==> config.mk <==
export PLATFORM = sky130hd
export DESIGN_NAME = cursor_pos_counter
export DESIGN_NICKNAME = d
export VERILOG_FILES = /design/src/rtl/cursor_pos_counter.sv
export SDC_FILE = /design/constraint.sdc
export NUM_CORES = 1
export LEC_CHECK = 0
export BUFFER_PORTS_ARGS = -buffer_cell sky130_fd_sc_hd__buf_4
export CAP_MARGIN = 10
export CORE_MARGIN = 2
export CORE_UTILIZATION = 55
export CTS_BUF_LIST = sky130_fd_sc_hd__clkbuf_4 sky130_fd_sc_hd__clkbuf_8
export CTS_CLUSTER_DIAMETER = 150
export CTS_CLUSTER_SIZE = 28
export DETAILED_ROUTE_END_ITERATION = 10
export PLACE_DENSITY = 0.84
export SYNTH_ARGS = -nofsm -noshare
export SYNTH_HDL_FRONTEND = slang
export SYNTH_SLANG_ARGS = --single-unit
==> constraint.sdc <==
create_clock -name clk -period 4.6 [get_ports clk]
set_clock_uncertainty 0.1 [all_clocks]
set_input_delay 0.46 -clock clk [delete_from_list [all_inputs] [get_ports clk]]
set_output_delay 0.46 -clock clk [all_outputs]
set_load 0.005 [all_outputs]
==> src/rtl/cursor_pos_counter.sv <==
// Cursor/digit-position counter for the calculator input unit: synchronised key strobe,
// saturating or wrapping step, key-hold auto-repeat, synchronous clear and position flags.
module cursor_pos_counter #(
    parameter int unsigned      POS_W       = 3,
    parameter int unsigned      MAX_POS     = 5,
    parameter int unsigned      KEY_W       = 4,
    parameter logic [KEY_W-1:0] KEY_INC     = 4'b1111,
    parameter logic [KEY_W-1:0] KEY_DEC     = 4'b1101,
    parameter logic [KEY_W-1:0] KEY_HOME    = 4'b1110,
    parameter bit               WRAP        = 1'b0,
    parameter int unsigned      SYNC_STAGES = 2,
    parameter int unsigned      HOLD_CYC    = 16,
    parameter int unsigned      REPEAT_CYC  = 4
) (
    input  logic             clk,
    input  logic             reset,
    input  logic             pre,
    input  logic [KEY_W-1:0] value,
    input  logic             clear,
    output logic [POS_W-1:0] count,
    output logic             at_min,
    output logic             at_max,
    output logic             moved
);

    localparam int unsigned TIMER_MAX = (HOLD_CYC > REPEAT_CYC) ? HOLD_CYC : REPEAT_CYC;
    localparam int unsigned TIMER_W   = $clog2(TIMER_MAX);

    localparam logic [POS_W-1:0]   MAX_Q       = POS_W'(MAX_POS);
    localparam logic [TIMER_W-1:0] HOLD_LAST   = TIMER_W'(HOLD_CYC - 1);
    localparam logic [TIMER_W-1:0] REPEAT_LAST = TIMER_W'(REPEAT_CYC - 1);

    if (MAX_POS >= (2 ** POS_W)) begin : g_chk_pos
        $error("cursor_pos_counter: MAX_POS does not fit in POS_W bits");
    end
    if (SYNC_STAGES < 2) begin : g_chk_sync
        $error("cursor_pos_counter: SYNC_STAGES must be at least 2");
    end
    if (HOLD_CYC < 2 || REPEAT_CYC < 2) begin : g_chk_timer
        $error("cursor_pos_counter: HOLD_CYC and REPEAT_CYC must be at least 2");
    end

    typedef enum logic [1:0] {
        IDLE   = 2'd0,
        HOLD   = 2'd1,
        REPEAT = 2'd2,
        LOCK   = 2'd3
    } state_t;

    state_t                 state, state_n;
    logic [SYNC_STAGES-1:0] sync_q;
    logic                   ps_prev;
    logic [TIMER_W-1:0]     timer, timer_n;
    logic [KEY_W-1:0]       key_q, key_n;
    logic [POS_W-1:0]       count_n;
    logic                   moved_n;
    logic                   ps;
    logic                   press;

    assign ps     = sync_q[SYNC_STAGES-1];
    assign press  = ps & ~ps_prev;
    assign at_min = (count == '0);
    assign at_max = (count == MAX_Q);

    // One step of the position for a given key; unknown codes leave the position alone.
    function automatic logic [POS_W-1:0] step_fn(input logic [KEY_W-1:0] key,
                                                 input logic [POS_W-1:0] cur);
        logic [POS_W-1:0] nxt;
        nxt = cur;
        if (key == KEY_INC) begin
            nxt = (cur == MAX_Q) ? (WRAP ? '0 : MAX_Q) : cur + POS_W'(1);
        end else if (key == KEY_DEC) begin
            nxt = (cur == '0) ? (WRAP ? MAX_Q : '0) : cur - POS_W'(1);
        end else if (key == KEY_HOME) begin
            nxt = '0;
        end
        return nxt;
    endfunction

    always_ff @(posedge clk or negedge reset) begin
        if (!reset) begin
            sync_q  <= '0;
            ps_prev <= 1'b0;
            state   <= IDLE;
            timer   <= '0;
            key_q   <= '0;
            count   <= '0;
            moved   <= 1'b0;
        end else begin
            sync_q  <= {sync_q[SYNC_STAGES-2:0], pre};
            ps_prev <= ps;
            state   <= state_n;
            timer   <= timer_n;
            key_q   <= key_n;
            count   <= count_n;
            moved   <= moved_n;
        end
    end

    // Next-state: clear overrides everything, otherwise the key FSM decides the step.
    always_comb begin
        state_n = state;
        timer_n = timer;
        key_n   = key_q;
        count_n = count;

        if (clear) begin
            count_n = '0;
            state_n = IDLE;
            timer_n = '0;
        end else begin
            unique case (state)
                IDLE: begin
                    if (press) begin
                        count_n = step_fn(value, count);
                        key_n   = value;
                        timer_n = '0;
                        state_n = (value == KEY_INC || value == KEY_DEC) ? HOLD : LOCK;
                    end
                end
                HOLD: begin
                    if (!ps) begin
                        state_n = IDLE;
                    end else if (timer == HOLD_LAST) begin
                        count_n = step_fn(key_q, count);
                        timer_n = '0;
                        state_n = REPEAT;
                    end else begin
                        timer_n = timer + TIMER_W'(1);
                    end
                end
                REPEAT: begin
                    if (!ps) begin
                        state_n = IDLE;
                    end else if (timer == REPEAT_LAST) begin
                        count_n = step_fn(key_q, count);
                        timer_n = '0;
                    end else begin
                        timer_n = timer + TIMER_W'(1);
                    end
                end
                LOCK: begin
                    if (!ps) begin
                        state_n = IDLE;
                    end
                end
                default: state_n = IDLE;
            endcase
        end

        moved_n = (count_n != count);
    end

endmodule

; ---- After elaboration in Yosys (flattened, before gate mapping)
; Cells that the tools add are included.
[word_totals]
ff_bits = 17
input_bits = 8
out_inout_bits = 6
word_cells = 68
[op_classes]
addsub = 3
n_eq_ne = 18
mux = 29
bitwise_logic = 3
n_reduce_logical = 8
[op_table]
columns = operator, n
row1 = $mux W3, 14
row2 = $eq A4 B4 Y1 const B, 7
row3 = $mux W4, 6
row4 = $mux W2, 6
row5 = $ne A3 B3 Y1 const B, 4
row6 = $pmux W4 S3, 1
row7 = $pmux W3 S3, 1
row8 = $pmux W2 S3, 1
row9 = $reduce_and A3 Y1, 2
row10 = $add A4 B1 Y4 const B, 1
row11 = $eq A2 B2 Y1 const B, 2
row12 = $eq A4 B2 Y1 const B, 1
row13 = $ne A4 B4 Y1 const B, 1
row14 = $reduce_and A4 Y1, 1
row15 = $reduce_bool A4 Y1, 1
row16 = $add A3 B1 Y3 const B, 1
row17 = $eq A3 B3 Y1 const B, 1
row18 = $logic_not A3 Y1, 1
row19 = $ne A3 B3 Y1, 1
row20 = $sub A3 B1 Y3 const B, 1
row21 = $eq A2 B1 Y1 const B, 1
row22 = $logic_not A2 Y1, 1
row23 = $not A1 Y1, 2
row24 = $reduce_or A2 Y1, 1
row25 = other kinds (2), 2

; ---- Logic depth before layout (Yosys ltp)
; Gate-level depths: netlist of run 1.
[depth]
ltp_word = 9
depth_mapped = 11
depth_no_buf = 10

; ---- Worst setup path after synthesis of run 1
; OpenSTA, ideal clock, no wires.
[synth_path]
path_kind = register -> register
start = reg count[0]
end = reg moved
setup_ps = 139
t_arrival_ps = 2266
required_ps = 4361
setup_slack_ps = 2095
path_stages_with_launch = 12
n_path_buf = 1
period_less_slack_ps = 2505
path_cell_list = dfrtp_1 -> buf_4 -> inv_1 -> nand2_1 -> inv_1 -> ha_1 -> a221oi_1 -> a21oi_1 -> o221ai_1 -> or3_1 -> nand3_1 -> or4b_1
[synth_via]
elab_chain_len = 9
elab_cells_between_ends = 20
classes_between = add/sub: 2 / eq/ne: 2 / mux: 15 / reduce/logical: 1
[synth_rtl]
columns = item, line_no
row1 = start: declaration, 20  ; output logic [POS_W-1:0] count,
row2 = start signal: assignment, 95  ; count <= count_n;
row3 = $logic_not A3 Y1 (*), n/a
row4 = named net at_min, 21  ; output logic at_min,
row5 = $mux W3 (*), 73  ; nxt = (cur == '0) ? (WRAP ? MAX_Q : '0) : cur - POS_W'(1);
row6 = $mux W3, 72  ; end else if (key == KEY_DEC) begin
row7 = $mux W3, 70  ; if (key == KEY_INC) begin
row8 = "$mux W3, on equally long branches", "135, 124"
row9 = "$mux W3, on equally long branches", "133, 122"
row10 = $pmux W3 S3 (*), 112  ; unique case (state)
row11 = $mux W3 (*), 107  ; if (clear) begin
row12 = $ne A3 B3 Y1 (*), 151  ; moved_n = (count_n != count);
row13 = named net moved_n, 56  ; logic moved_n;
row14 = end signal: assignment, 96  ; moved <= moved_n;
row15 = end: declaration, 23  ; output logic moved
; The timed path passes the listed nets; every way through them passes the cells marked *.
; A chain may end at the register's enable or synchronous reset.

; ---- Final worst setup path of run 1
[layout_path]
start = reg count[0]
end = reg moved
[layout_via]
elab_chain_len = 9
elab_cells_between_ends = 20
classes_between = add/sub: 2 / eq/ne: 2 / mux: 15 / reduce/logical: 1
[layout_rtl]
columns = item, line_no
row1 = $sub A3 B1 Y3 / $logic_not A3 Y1 (equally long branches), 73
row2 = $mux W3, 73
row3 = $mux W3, 72
row4 = $mux W3, 70
row5 = "$mux W3, on equally long branches", "135, 124"
row6 = "$mux W3, on equally long branches", "133, 122"
row7 = $pmux W3 S3, 112
row8 = $mux W3, 107
row9 = $ne A3 B3 Y1 (*), 151
row10 = named net moved_n, 56
; Marked as above.

==> impl_summary.log, run 1 <==
[metrics] run status: finished, final reports clean
[metrics] average footprint of a synthesized cell: 8.33 sq um
[metrics] Top-Level Pins: 14
[metrics] synthesis-to-layout area growth: 6.67%
[metrics] Pwr per Cell Area: 279 mW/mm^2
[metrics] sequence of cells on the critical path: inv_1, nand2_1, inv_1, ha_1, a221oi_1, a21oi_1, o221ai_1, or3_1, nand3_1, or4b_1
[metrics] Slew HR: 47.1%
[metrics] Synth area leaders: dfrtp_1 30%, ha_1 7.0%, o21ai_0 4.9%
[metrics] area fraction in compound gates after synthesis: 24.1%
[metrics] ys flop type: dfrtp_1
[metrics] clock net sink count: 17
[metrics] ratio of final minimum period to clock period: 63.7%
[metrics] wire length of the first global-routing pass: 5.73 mm
[metrics] Synth cell types: 50
[metrics] Die Area: 0.00301 sq mm
[metrics] Port Buffer Count: 13
[metrics] number of clock buffers inserted by TritonCTS: 3
[metrics] maximum VDD drop: 0.175 mV
[metrics] DP Area: 0.00148 sq mm
[metrics] Antenna Diode Count: 0
[metrics] unrepaired setup endpoints after global routing: false
[metrics] setup TNS: 0 ns
[metrics] number of antenna violations at the first check in global routing: 0
[metrics] area fraction of the dominant cell type after synthesis: 29.9%
[metrics] count of final setup violators: 0
[metrics] number of standard-cell rows in the floorplan: 18
[metrics] post-detail-place hpwl: 2.46 mm
[metrics] first drt pass iteration count: 6
[metrics] FF-to-FF setup slack: 1.67 ns
[metrics] Max Root-Sink Buffers: 2
[metrics] upper clock frequency limit: 341 MHz
[metrics] class of the tightest hold or removal check: in2reg
[metrics] Synth warnings: 0
[metrics] detailed-route wire length per cell: 16.6 microns
[metrics] capturing element type of the critical path: flop
[metrics] H-tree depth: 1
[metrics] total routed wirelength: 3.42 mm
[metrics] DRC violation count after routing: 0
[metrics] clock input transition at the sequential cells of the worst setup and hold paths: 0.11 ns
[metrics] CP top delay family: simple AND/OR/NAND/NOR gates
[metrics] horizontal die dimension: 54.9 microns
[metrics] total gr overflow: 0
[metrics] final hold violation count: 0
[metrics] Critical Path Max Stage Delay: 0.70 ns
[metrics] synthesized netlist cell count: 171
[metrics] area share of xor/xnor cells in the synthesized design: 0.615%
[metrics] Vias: 1,348
[metrics] required time worst endpoint: 4.67 ns
[metrics] Most Frequent Cell on Critical Path: inv_1
[metrics] kind of start point of the critical path: flop
[metrics] via count of the first global-routing pass: 1,211
[metrics] Arr. time, crit path: 3.01 ns
[metrics] largest net degree at the start of global routing: 18
[metrics] worst slew pin tran: 0.788 ns
[metrics] total routing resource utilization after global routing: 26.6%
[metrics] Netlist Area Pre-Place: 0.00143 sq mm
[metrics] post-synthesis async set-or-reset flop share: 100%
[metrics] area of the placeable core: 0.00248 sq mm
[metrics] synthesized netlist net count: 187
[metrics] cell taking the most area after synthesis: dfrtp_1
[metrics] root buffer cell: clkbuf_4
[metrics] antenna-violating nets left: 0
[metrics] starting utilization of the core area: 57.5%
[metrics] combinational family with the most area after synthesis: simple AND/OR/NAND/NOR gates
[metrics] share of cells above drive strength 1: 14.2%
[metrics] fraction of synthesized area in multiplexers: 3.07%
[metrics] number of flops mapped to enable cells by yosys: 0
[metrics] worst hold slack after final layout: 0.175 ns
[metrics] maximum fanout along the worst path: 16
[metrics] source-to-sink clock delay at the later pin of the worst-skew pair: 0.29 ns
[metrics] minimum clock period after layout: 2.93 ns
[metrics] Seq/Total Area, Yosys: 29.9%
[metrics] starting DRC count in detailed routing: 104
[metrics] Critical path buffers and inverters: 2
[metrics] Static Leak: 0.000686 uW
[metrics] routability cong.: 0.967
[metrics] Via-to-Cell Ratio: 6.54
[metrics] cell with the largest stage delay on the worst path: dfrtp_1
[metrics] final non-filler cell area: 0.00152 sq mm
[metrics] final net count: 193
[metrics] adder and majority gate portion of the synthesized area: 7.02%
[metrics] simple logic cell fraction of the synthesized area: 26.7%
[metrics] register bit count reported by yosys: 17
[metrics] vertical extent of the die: 54.9 microns
[metrics] Crit Path Class: reg2reg
[metrics] CTS tree: done
[metrics] Slew Limit Fails: 0
[metrics] number of maximum-capacitance violations: 0
==> cell usage in the layout (no fill, tap or decap), types with 2 or more instances in the layout <==
cell and count:
buf_4 13, nor2_1 13, a21oi_1 11, nand4_1 2, a221oi_1 2, mux2_2 3
nor2b_1 4, ha_1 8, dfrtp_1 17, o22ai_1 2, nand2_1 13, and3_1 2
nand3_1 7, a31oi_1 5, o211ai_1 4, a211oi_1 2, o21ai_0 14, a311oi_1 2
o31ai_1 2, nand2b_1 2, clkbuf_4 3, inv_1 12, nor3_1 7
==> where the power goes <==
group	internal (uW)	switching (uW)
registers	169	31.0
clock network	32.3	49.8
logic	61.6	80.1
total	263	161
==> final timing paths <==
| kind | from | end | cells after the start |
|---|---|---|---|
| min reg2reg | sync_q[0] | sync_q[1] | 0 |
| max in group asynchronous | reset | timer[0] | 2 |
| min in group asynchronous | reset | count[0] | 2 |
| max | count[0] | moved | 10 |
| min | pre | sync_q[0] | 1 |
| max reg2reg | count[0] | moved | 10 |
==> logic make-up (layout without fill, tap and decap cells) <==
family                     count (synthesis)  count (layout)
adders and majority gates                  8               8
DFF                                       17              17
buffers and inverters                     25              30
AOI/OAI and AO/OA                         53              53
muxes                                      4               4
xor gates and xnor gates                   1               1
and+or+nand+nor                           63              63
==> through the flow <==
stage / utilization (%) / setup slack, ns / power (uW) / instances
floorplan: - / 2.10 / 298 / 171
global placement: 59.8 / 1.86 / 334 / 201
detailed placement: 59.8 / 1.75 / 341 / 201
CTS: 61.4 / 1.70 / 425 / 206
global route: 61.4 / 1.44 / 454 / 206
finish: 61.4 / 1.67 / 424 / 206
==> sequential cells by signal, indices dropped and copies added (netlist names) <==
register,count
sync_q,2
timer,4
state,2
moved,1
ps_prev,1
count,3
key_q,4
==> synth_stat cells (3+ instances only) <==
cell type,n
o21ai_0,14
inv_1,12
a31oi_1,5
clkbuf_1,6
nor3_1,7
mux2_2,3
nor2_1,13
ha_1,8
a21oi_1,11
nand2_1,13
o211ai_1,4
dfrtp_1,17
nor2b_1,4
nand3_1,7
==> worst register-to-register path, cell delays in order, from the launching register on <==
cell,delay (ns)
dfrtp_1,0.70
inv_1,0.21
nand2_1,0.14
inv_1,0.05
ha_1,0.22
a221oi_1,0.30
a21oi_1,0.08
o221ai_1,0.32
or3_1,0.17
nand3_1,0.06
or4b_1,0.47
==> repair_timing <==
action	4_1_cts	5_1_grt
buffers inserted	0	0
resized for setup	0	0
hold buffers	1	0
setup endpoints to repair	0	0
endpoints found under the hold margin	17	0
==> metal layers <==
| metal | global-route usage (%) | up-vias | part of all wire, % |
|---|---|---|---|
| li1 | - | 632 | - |
| met1 | 37.6 | 634 | 43 |
| met2 | 43.5 | 74 | 49 |
| met3 | 3.76 | 8 | 7.4 |
| met4 | 5.69 | 0 | 0.50 |
| met5 | 0 | - | 0 |
==> final cells by class <==
class | instances | area [sq um]
clock buffers | 3 | 22.5
clock inverters | 1 | 5.00
fillers | 222 | 957
inverters | 12 | 45.0
multi-input cells | 129 | 877
flip-flops and latches | 17 | 425
well taps | 30 | 37.5
repair buffers | 14 | 108
(Power assumes the default switching activity.)
==> inputs of run 2 (changes only) <==
--- a/config.mk
+++ b/config.mk
@@ -5,6 +5,7 @@
 export SDC_FILE = /design/constraint.sdc
 export NUM_CORES = 1
 export LEC_CHECK = 0
+export ABC_AREA = 1
 export BUFFER_PORTS_ARGS = -buffer_cell sky130_fd_sc_hd__buf_4
 export CAP_MARGIN = 10
 export CORE_MARGIN = 2
@@ -13,7 +14,7 @@
 export CTS_CLUSTER_DIAMETER = 150
 export CTS_CLUSTER_SIZE = 28
 export DETAILED_ROUTE_END_ITERATION = 10
-export PLACE_DENSITY = 0.84
+export PLACE_DENSITY = 0.87
 export SYNTH_ARGS = -nofsm -noshare
 export SYNTH_HDL_FRONTEND = slang
 export SYNTH_SLANG_ARGS = --single-unit
==> constraint.sdc (replaced) <==
create_clock -name clk -period 2.4 [get_ports clk]
set_clock_uncertainty 0.1 [all_clocks]
set_input_delay 0.24 -clock clk [delete_from_list [all_inputs] [get_ports clk]]
set_output_delay 0.24 -clock clk [all_outputs]
set_load 0.005 [all_outputs]
==> impl_summary.log, run 2 <==
[metrics] run status: finished, final reports clean
[metrics] class of the tightest hold or removal check: in2reg
[metrics] sequence of cells on the critical path: inv_2, nand2_2, inv_1, ha_1, o21ai_0, nand3_1, nand2_1, nand2_1, nand2_1, o21ai_1, nand2_1, nand2_1, nor2_1, nand2_1
[metrics] detailed-route wire length per cell: 11.7 microns (-30%)
[metrics] met1 wire length: 1.34 mm (-9.4%)
[metrics] count of final setup violators: 0 (unchanged)
[metrics] Synth warnings: 0 (unchanged)
[metrics] Seq/Total Area, Yosys: 31.0% (+1.1 points)
[metrics] root buffer cell: clkbuf_4
[metrics] Critical path buffers and inverters: 2 (unchanged)
[metrics] area of the placeable core: 0.00243 sq mm (-1.8%)
[metrics] Antenna Diode Count: 0 (unchanged)
[metrics] most frequent cells in the layout: 68 x nand2_1, 29 x inv_1, 19 x nor2_1, 17 x a21oi_1, 17 x dfrtp_1
[metrics] Placed Instances: 254 (+26%)
[metrics] share of cells above drive strength 1: 11.7% (-2.5 points)
[metrics] DRC violation count after routing: 0 (unchanged)
[metrics] ratio of final minimum period to clock period: 88.0% (+24 points)
[metrics] Critical Path Max Stage Delay: 0.56 ns (-0.14 ns)
[metrics] Top-Level Pins: 14 (unchanged)
[metrics] clock net sink count: 17 (unchanged)
[metrics] Synth cell types: 23 (-54%)
[metrics] horizontal die dimension: 54.0 microns (-1.7%)
[metrics] cell with the largest stage delay on the worst path: dfrtp_1
[metrics] post-CTS setup repair buffer count: 0 (unchanged)
[metrics] average footprint of a synthesized cell: 6.48 sq um (-22%)
[metrics] source-to-sink clock delay at the later pin of the worst-skew pair: 0.29 ns (about the same)
[metrics] kind of start point of the critical path: flop
[metrics] largest net degree at the start of global routing: 18 (unchanged)
[metrics] count of fill cells added during filler insertion: 223 (+0.45%)
[metrics] Slew Limit Fails: 0 (unchanged)
[metrics] total routed wirelength: 3.04 mm (-11%)
[metrics] Arr. time, crit path: 2.20 ns (-0.81 ns)
[metrics] number of clock buffers inserted by TritonCTS: 3 (unchanged)
[metrics] Max Root-Sink Buffers: 2 (unchanged)
[metrics] Crit Path Class: reg2reg
[metrics] total gr overflow: 0 (unchanged)
[metrics] CTS tree: done
[metrics] upper clock frequency limit: 474 MHz (+39%)
[metrics] maximum fanout along the worst path: 11 (-5)
[metrics] synthesized netlist net count: 228 (+22%)
[metrics] final net count: 247 (+28%)
[metrics] met3 wirelength from detailed routing: 177 microns (-30%)
[metrics] Slew HR: 76.9% (+30 points)
[metrics] Static Leak: 0.000820 uW (+20%)
[metrics] capturing element type of the critical path: flop
[metrics] ys flop type: dfrtp_1
[metrics] Top Registers: key_q (4), timer (4), count (3)
[metrics] final hold violation count: 0 (unchanged)
[metrics] antenna-violating nets left: 0 (unchanged)
[metrics] wire length of the first global-routing pass: 5.25 mm (-8.3%)
[metrics] Vias: 1,393 (+3.3%)
[metrics] Via-to-Cell Ratio: 5.36 (-18%)
[metrics] required time worst endpoint: 2.49 ns (-2.18 ns)
[metrics] Synth area leaders: dfrtp_1 31%, nand2_1 19%, inv_1 7.9%
[metrics] starting utilization of the core area: 56.5% (-1.0 points)
[metrics] setup TNS: 0 ns (unchanged)
[metrics] top routing layer used: met4
[metrics] H-tree depth: 1 (unchanged)
[metrics] CP top delay family: simple AND/OR/NAND/NOR gates
[metrics] vertical extent of the die: 54.0 microns (-1.7%)
[metrics] Port Buffer Count: 13 (unchanged)
[metrics] area fraction of the dominant cell type after synthesis: 31.0% (+1.1 points)
[metrics] unrepaired setup endpoints after global routing: false
[metrics] cell types with the highest counts after synthesis: 68 x nand2_1, 29 x inv_1, 19 x nor2_1
[metrics] clock input transition at the sequential cells of the worst setup and hold paths: 0.10 ns (about the same)
[metrics] post-detail-place hpwl: 2.34 mm (-4.9%)
[metrics] Post-Layout Cell Count: 260 (+26%)
[metrics] most common cell after layout, fill and taps aside: nand2_1
[metrics] met2 wire length: 1.44 mm (-14%)
[metrics] total routing resource utilization after global routing: 25.0% (-1.6 points)
[metrics] starting DRC count in detailed routing: 48 (-54%)
[metrics] number of flops mapped to enable cells by yosys: 0 (unchanged)
[metrics] Pwr per Cell Area: 880 mW/mm^2 (+220%)
[metrics] synthesis-to-layout area growth: 12.7%
[metrics] number of standard-cell rows in the floorplan: 18 (unchanged)
[metrics] number of antenna violations at the first check in global routing: 0 (unchanged)
[metrics] most common cell in the synthesized netlist: nand2_1
[metrics] routability cong.: 0.938 (-3.0%)
[metrics] worst slew pin tran: 0.347 ns (-0.441 ns)
[metrics] Netlist Area Pre-Place: 0.00137 sq mm (-3.6%)
[metrics] CTS Hold Buffers Added: 2 (+1)
[metrics] number of maximum-capacitance violations: 0 (unchanged)
[metrics] post-synthesis async set-or-reset flop share: 100% (unchanged)
[metrics] maximum VDD drop: 0.567 mV (+220%)
[metrics] synthesized netlist cell count: 212 (+24%)
[metrics] Die Area: 0.00291 sq mm (-3.3%)
[metrics] cell taking the most area after synthesis: dfrtp_1
[metrics] minimum clock period after layout: 2.11 ns (-0.819 ns)
[metrics] post-cts resize count: 0 (unchanged)
[metrics] first drt pass iteration count: 4 (-2)
[metrics] Most Frequent Cell on Critical Path: nand2_1
[metrics] via count of the first global-routing pass: 1,226 (+1.2%)
[metrics] register bit count reported by yosys: 17 (unchanged)
## run 2: path summary, 6_finish.rpt
check                      startpoint  slack, ns  cells after the start         to
min in group asynchronous       reset       0.23                      2    ps_prev
min                          value[2]        0.1                      2   key_q[2]
max reg2reg                  count[0]       0.29                     14      moved
max                          count[0]       0.29                     14      moved
max in group asynchronous       reset       1.77                      2   count[0]
min reg2reg                 sync_q[0]       0.26                      0  sync_q[1]
## run 2: kinds of logic after synthesis
family | after synthesis | synth area share [%]
flops | 17 | 31.0
simple gates | 115 | 35.2
compound gates | 37 | 15.1
buf+inv | 33 | 9.84
mux | 2 | 1.64
fa+ha+maj | 8 | 7.29
## run 2: metrics by stage
step                hold slack, ns  setup WS (ns)  cell area, sq um  total power, uW  utilization, %
finish                      0.0961          0.289              1550             1360            63.6
floorplan                   -0.156          0.584              1370              997               -
global placement            0.0140          0.344              1500             1170            61.6
CTS                         0.0884          0.310              1550             1370            63.6
detailed placement          0.0196          0.325              1500             1190            61.6
global route                0.0890         0.0483              1550             1520            63.6
## run 2: final cells by class
cell class	count	area [sq um]	share of cell area, %
inverter	31	116	7.52
sequential	17	425	27.5
multi-input combinational	162	813	52.5
tap	30	37.5	2.43
timing repair buffer	16	125	8.08
clock buffer	4	30.0	1.94
## run 2: per-layer routing
metal,GRT usage [%],vias up
met5,0,-
met2,41.5,54
met3,2.50,10
met1,32.4,604
li1,-,725
met4,12.5,0
## run 2: power breakdown
group	switching [uW]	total [uW]	internal, uW
clock	87.8	164	76.1
combinational	444	729	286
sequential	95.6	469	374
total	627	1360	735
==> inputs of run 3 (changes only) <==
--- a/config.mk
+++ b/config.mk
@@ -5,7 +5,6 @@
 export SDC_FILE = /design/constraint.sdc
 export NUM_CORES = 1
 export LEC_CHECK = 0
-export ABC_AREA = 1
 export BUFFER_PORTS_ARGS = -buffer_cell sky130_fd_sc_hd__buf_4
 export CAP_MARGIN = 10
 export CORE_MARGIN = 2
==> impl_summary.log, run 3 (synthesized netlist as in run 1, its figures left out) <==
[metrics] run status: complete, but fails checks
[metrics] failing checks: setup timing
[metrics] unrepaired setup endpoints after global routing: true
[metrics] endpoint with the worst hold slack: count[0]
[metrics] number of standard-cell rows in the floorplan: 18 (unchanged)
[metrics] launch point of the worst hold path: clear
[metrics] final net count: 217 (-12%)
[metrics] vertical extent of the die: 54.9 microns (+1.7%)
[metrics] area of the multi-input gates: 963 sq um (+18%)
[metrics] number of cells traversed by the worst register-to-register path: 8 (-6)
[metrics] starting utilization of the core area: 57.5% (+1.0 points)
[metrics] area of the placeable core: 0.00248 sq mm (+1.9%)
[metrics] Slew HR: 66.2% (-11 points)
[metrics] Max Root-Sink Buffers: 2 (unchanged)
[metrics] CP top delay family: compound AO/OA/AOI/OAI gates
[metrics] horizontal die dimension: 54.9 microns (+1.7%)
[metrics] total routed wirelength: 3.87 mm (+27%)
[metrics] H-tree depth: 1 (unchanged)
[metrics] largest net degree at the start of global routing: 18 (unchanged)
[metrics] worst hold slack after final layout: 0.0795 ns (-0.0166 ns)
[metrics] FF-to-FF setup slack: -0.007 ns (-0.30 ns)
[metrics] Slew Limit Fails: 0 (unchanged)
[metrics] post-detail-place hpwl: 2.78 mm (+19%)
[metrics] clock net sink count: 17 (unchanged)
[metrics] most frequent cells in the layout: 33 x buf_4, 14 x o21ai_0, 13 x dfrtp_1, 12 x nor2_1, 12 x nand2_1
[metrics] number of antenna violations at the first check in global routing: 0 (unchanged)
[metrics] upper clock frequency limit: 415 MHz (-12%)
[metrics] minimum clock period after layout: 2.41 ns (+0.296 ns)
[metrics] maximum VDD drop: 0.371 mV (-35%)
[metrics] Critical Path Max Stage Delay: 0.51 ns (-0.05 ns)
[metrics] detailed-route wire length per cell: 16.8 microns (+44%)
[metrics] Die Area: 0.00301 sq mm (+3.5%)
[metrics] Sequential Area: 430 sq um (+1.2%)
[metrics] startpoint of the lowest-slack register-to-register path: count[0]
[metrics] Port Buffer Count: 13 (unchanged)
[metrics] CTS tree: done
[metrics] maximum fanout along the worst path: 5 (-6)
[metrics] root buffer cell: clkbuf_4
[metrics] final non-filler cell area: 0.00180 sq mm (+16%)
[metrics] Placed Instances: 219 (-14%)
[metrics] number of maximum-capacitance violations: 0 (unchanged)
[metrics] Arr. time, crit path: 2.49 ns (+0.29 ns)
[metrics] minimum setup slack after placement: -0.0619 ns (-0.386 ns)
[metrics] sequence of cells on the critical path: buf_6, a21bo_1, a311oi_2, o21ai_1, o311ai_2, a2bb2oi_1, nand3_1, or4b_1
[metrics] first drt pass iteration count: 5 (+1)
[metrics] Crit Path Class: reg2reg
[metrics] count of final setup violators: 1 (+1)
[metrics] setup TNS: -0.00685 ns (-0.00685 ns)
[metrics] required time worst endpoint: 2.48 ns (about the same)
[metrics] Antenna Diode Count: 0 (unchanged)
[metrics] Vias: 1,442 (+3.5%)
[metrics] final hold violation count: 0 (unchanged)
[metrics] synthesis-to-layout area growth: 26.3%
[metrics] number of clock buffers inserted by TritonCTS: 3 (unchanged)
[metrics] kind of start point of the critical path: flop
[metrics] starting DRC count in detailed routing: 65 (+35%)
[metrics] via count of the first global-routing pass: 1,266 (+3.3%)
[metrics] Top-Level Pins: 14 (unchanged)
[metrics] most common cell after layout, fill and taps aside: buf_4
[metrics] class of the tightest hold or removal check: in2reg
[metrics] clock input transition at the sequential cells of the worst setup and hold paths: 0.11 ns (about the same)
[metrics] count of fill cells added during filler insertion: 186 (-17%)
[metrics] DRC violation count after routing: 0 (unchanged)
[metrics] smallest setup slack after layout: -0.00685 ns (-0.296 ns)
[metrics] DP Area: 0.00163 sq mm (+8.6%)
[metrics] worst slew pin tran: 0.503 ns (+0.156 ns)
[metrics] routability cong.: 0.959 (+2.2%)
[metrics] capturing element type of the critical path: flop
[metrics] total routing resource utilization after global routing: 26.6% (+1.6 points)
[metrics] hold depth: 2 (unchanged)
[metrics] wire length of the first global-routing pass: 5.64 mm (+7.4%)
[metrics] total gr overflow: 0 (unchanged)
[metrics] source-to-sink clock delay at the later pin of the worst-skew pair: 0.30 ns (about the same)
[metrics] antenna-violating nets left: 0 (unchanged)
[metrics] worst reg2reg endpoint: moved
[metrics] Pwr per Cell Area: 505 mW/mm^2 (-43%)
[metrics] Critical path buffers and inverters: 1 (-1)
[metrics] share of cells above drive strength 1: 33.0% (+21 points)
[metrics] cell with the largest stage delay on the worst path: or4b_1
[metrics] Via-to-Cell Ratio: 6.27 (+17%)
[metrics] Top Registers: key_q (4), timer (4), count (3)
[metrics] ratio of final minimum period to clock period: 100% (+12 points)
[metrics] Static Leak: 0.000811 uW (-1.1%)
[metrics] Post-Layout Cell Count: 230 (-12%)
[run 3: changes by cell type in the layout (fill, tap and decap cells not counted), sizes merged, moves of 5 or more]
cell and delta:
nor2 -8, a31oi +5, nand3 -9, nand2 -57
nor3 +7, buf +22, inv -19, a21oi -7
[run 3: layer usage]
metal | vias to the layer above | part of all wire, % | global-route usage (%)
li1 | 686 | - | -
met1 | 676 | 42 | 31.7
met2 | 65 | 49 | 45.0
met3 | 15 | 5.9 | 4.84
met4 | 0 | 3.1 | 14.6
met5 | - | 0 | 0
[run 3: power breakdown]
part	total, uW	internal [uW]	switching [uW]	leakage, uW
logic	369	174	195	0.000579
clock network	164	62.2	102	0.0000177
registers	376	325	50.9	0.000214
[run 3: final cells by class]
| cell class | count | area share [%] |
|---|---|---|
| clock buffer | 3 | 1.25 |
| sequential | 17 | 23.9 |
| tap | 30 | 2.09 |
| multi-input combinational | 129 | 53.5 |
| inverter | 12 | 2.50 |
| clock inverter | 1 | 0.278 |
| timing repair buffer | 38 | 16.4 |
[run 3: what timing repair did]
action,CTS,global route
hold buffers,2,0
gates cloned,0,1
endpoints found under the hold margin,18,0
gates resized for setup,5,13
buffers inserted,0,4
pin swaps,1,12
endpoints found under the setup margin,1,1
[run 3: worst max path at each step]
stage / startpoint / end / cells past startpoint
6_report: count[0] / moved / 8
5_1_grt: count[0] / moved / 11
4_1_cts: timer[0] / moved / 7
3_5_place_dp: timer[0] / moved / 7
3_3_place_gp: timer[0] / moved / 7
2_1_floorplan: count[1] / moved / 11
[run 3: per-stage QoR]
stage               util, %  power, uW
detailed placement     65.7        702
CTS                    68.8        875
global route           72.6        961
finish                 72.6        908
floorplan                 -        574
global placement       65.7        684
[run 3: worst register-to-register path: stages (launching register included)]
cell	delay [ns]
dfrtp_2	0.45
buf_6	0.14
a21bo_1	0.18
a311oi_2	0.40
o21ai_1	0.15
o311ai_2	0.10
a2bb2oi_1	0.19
nand3_1	0.08
or4b_1	0.51
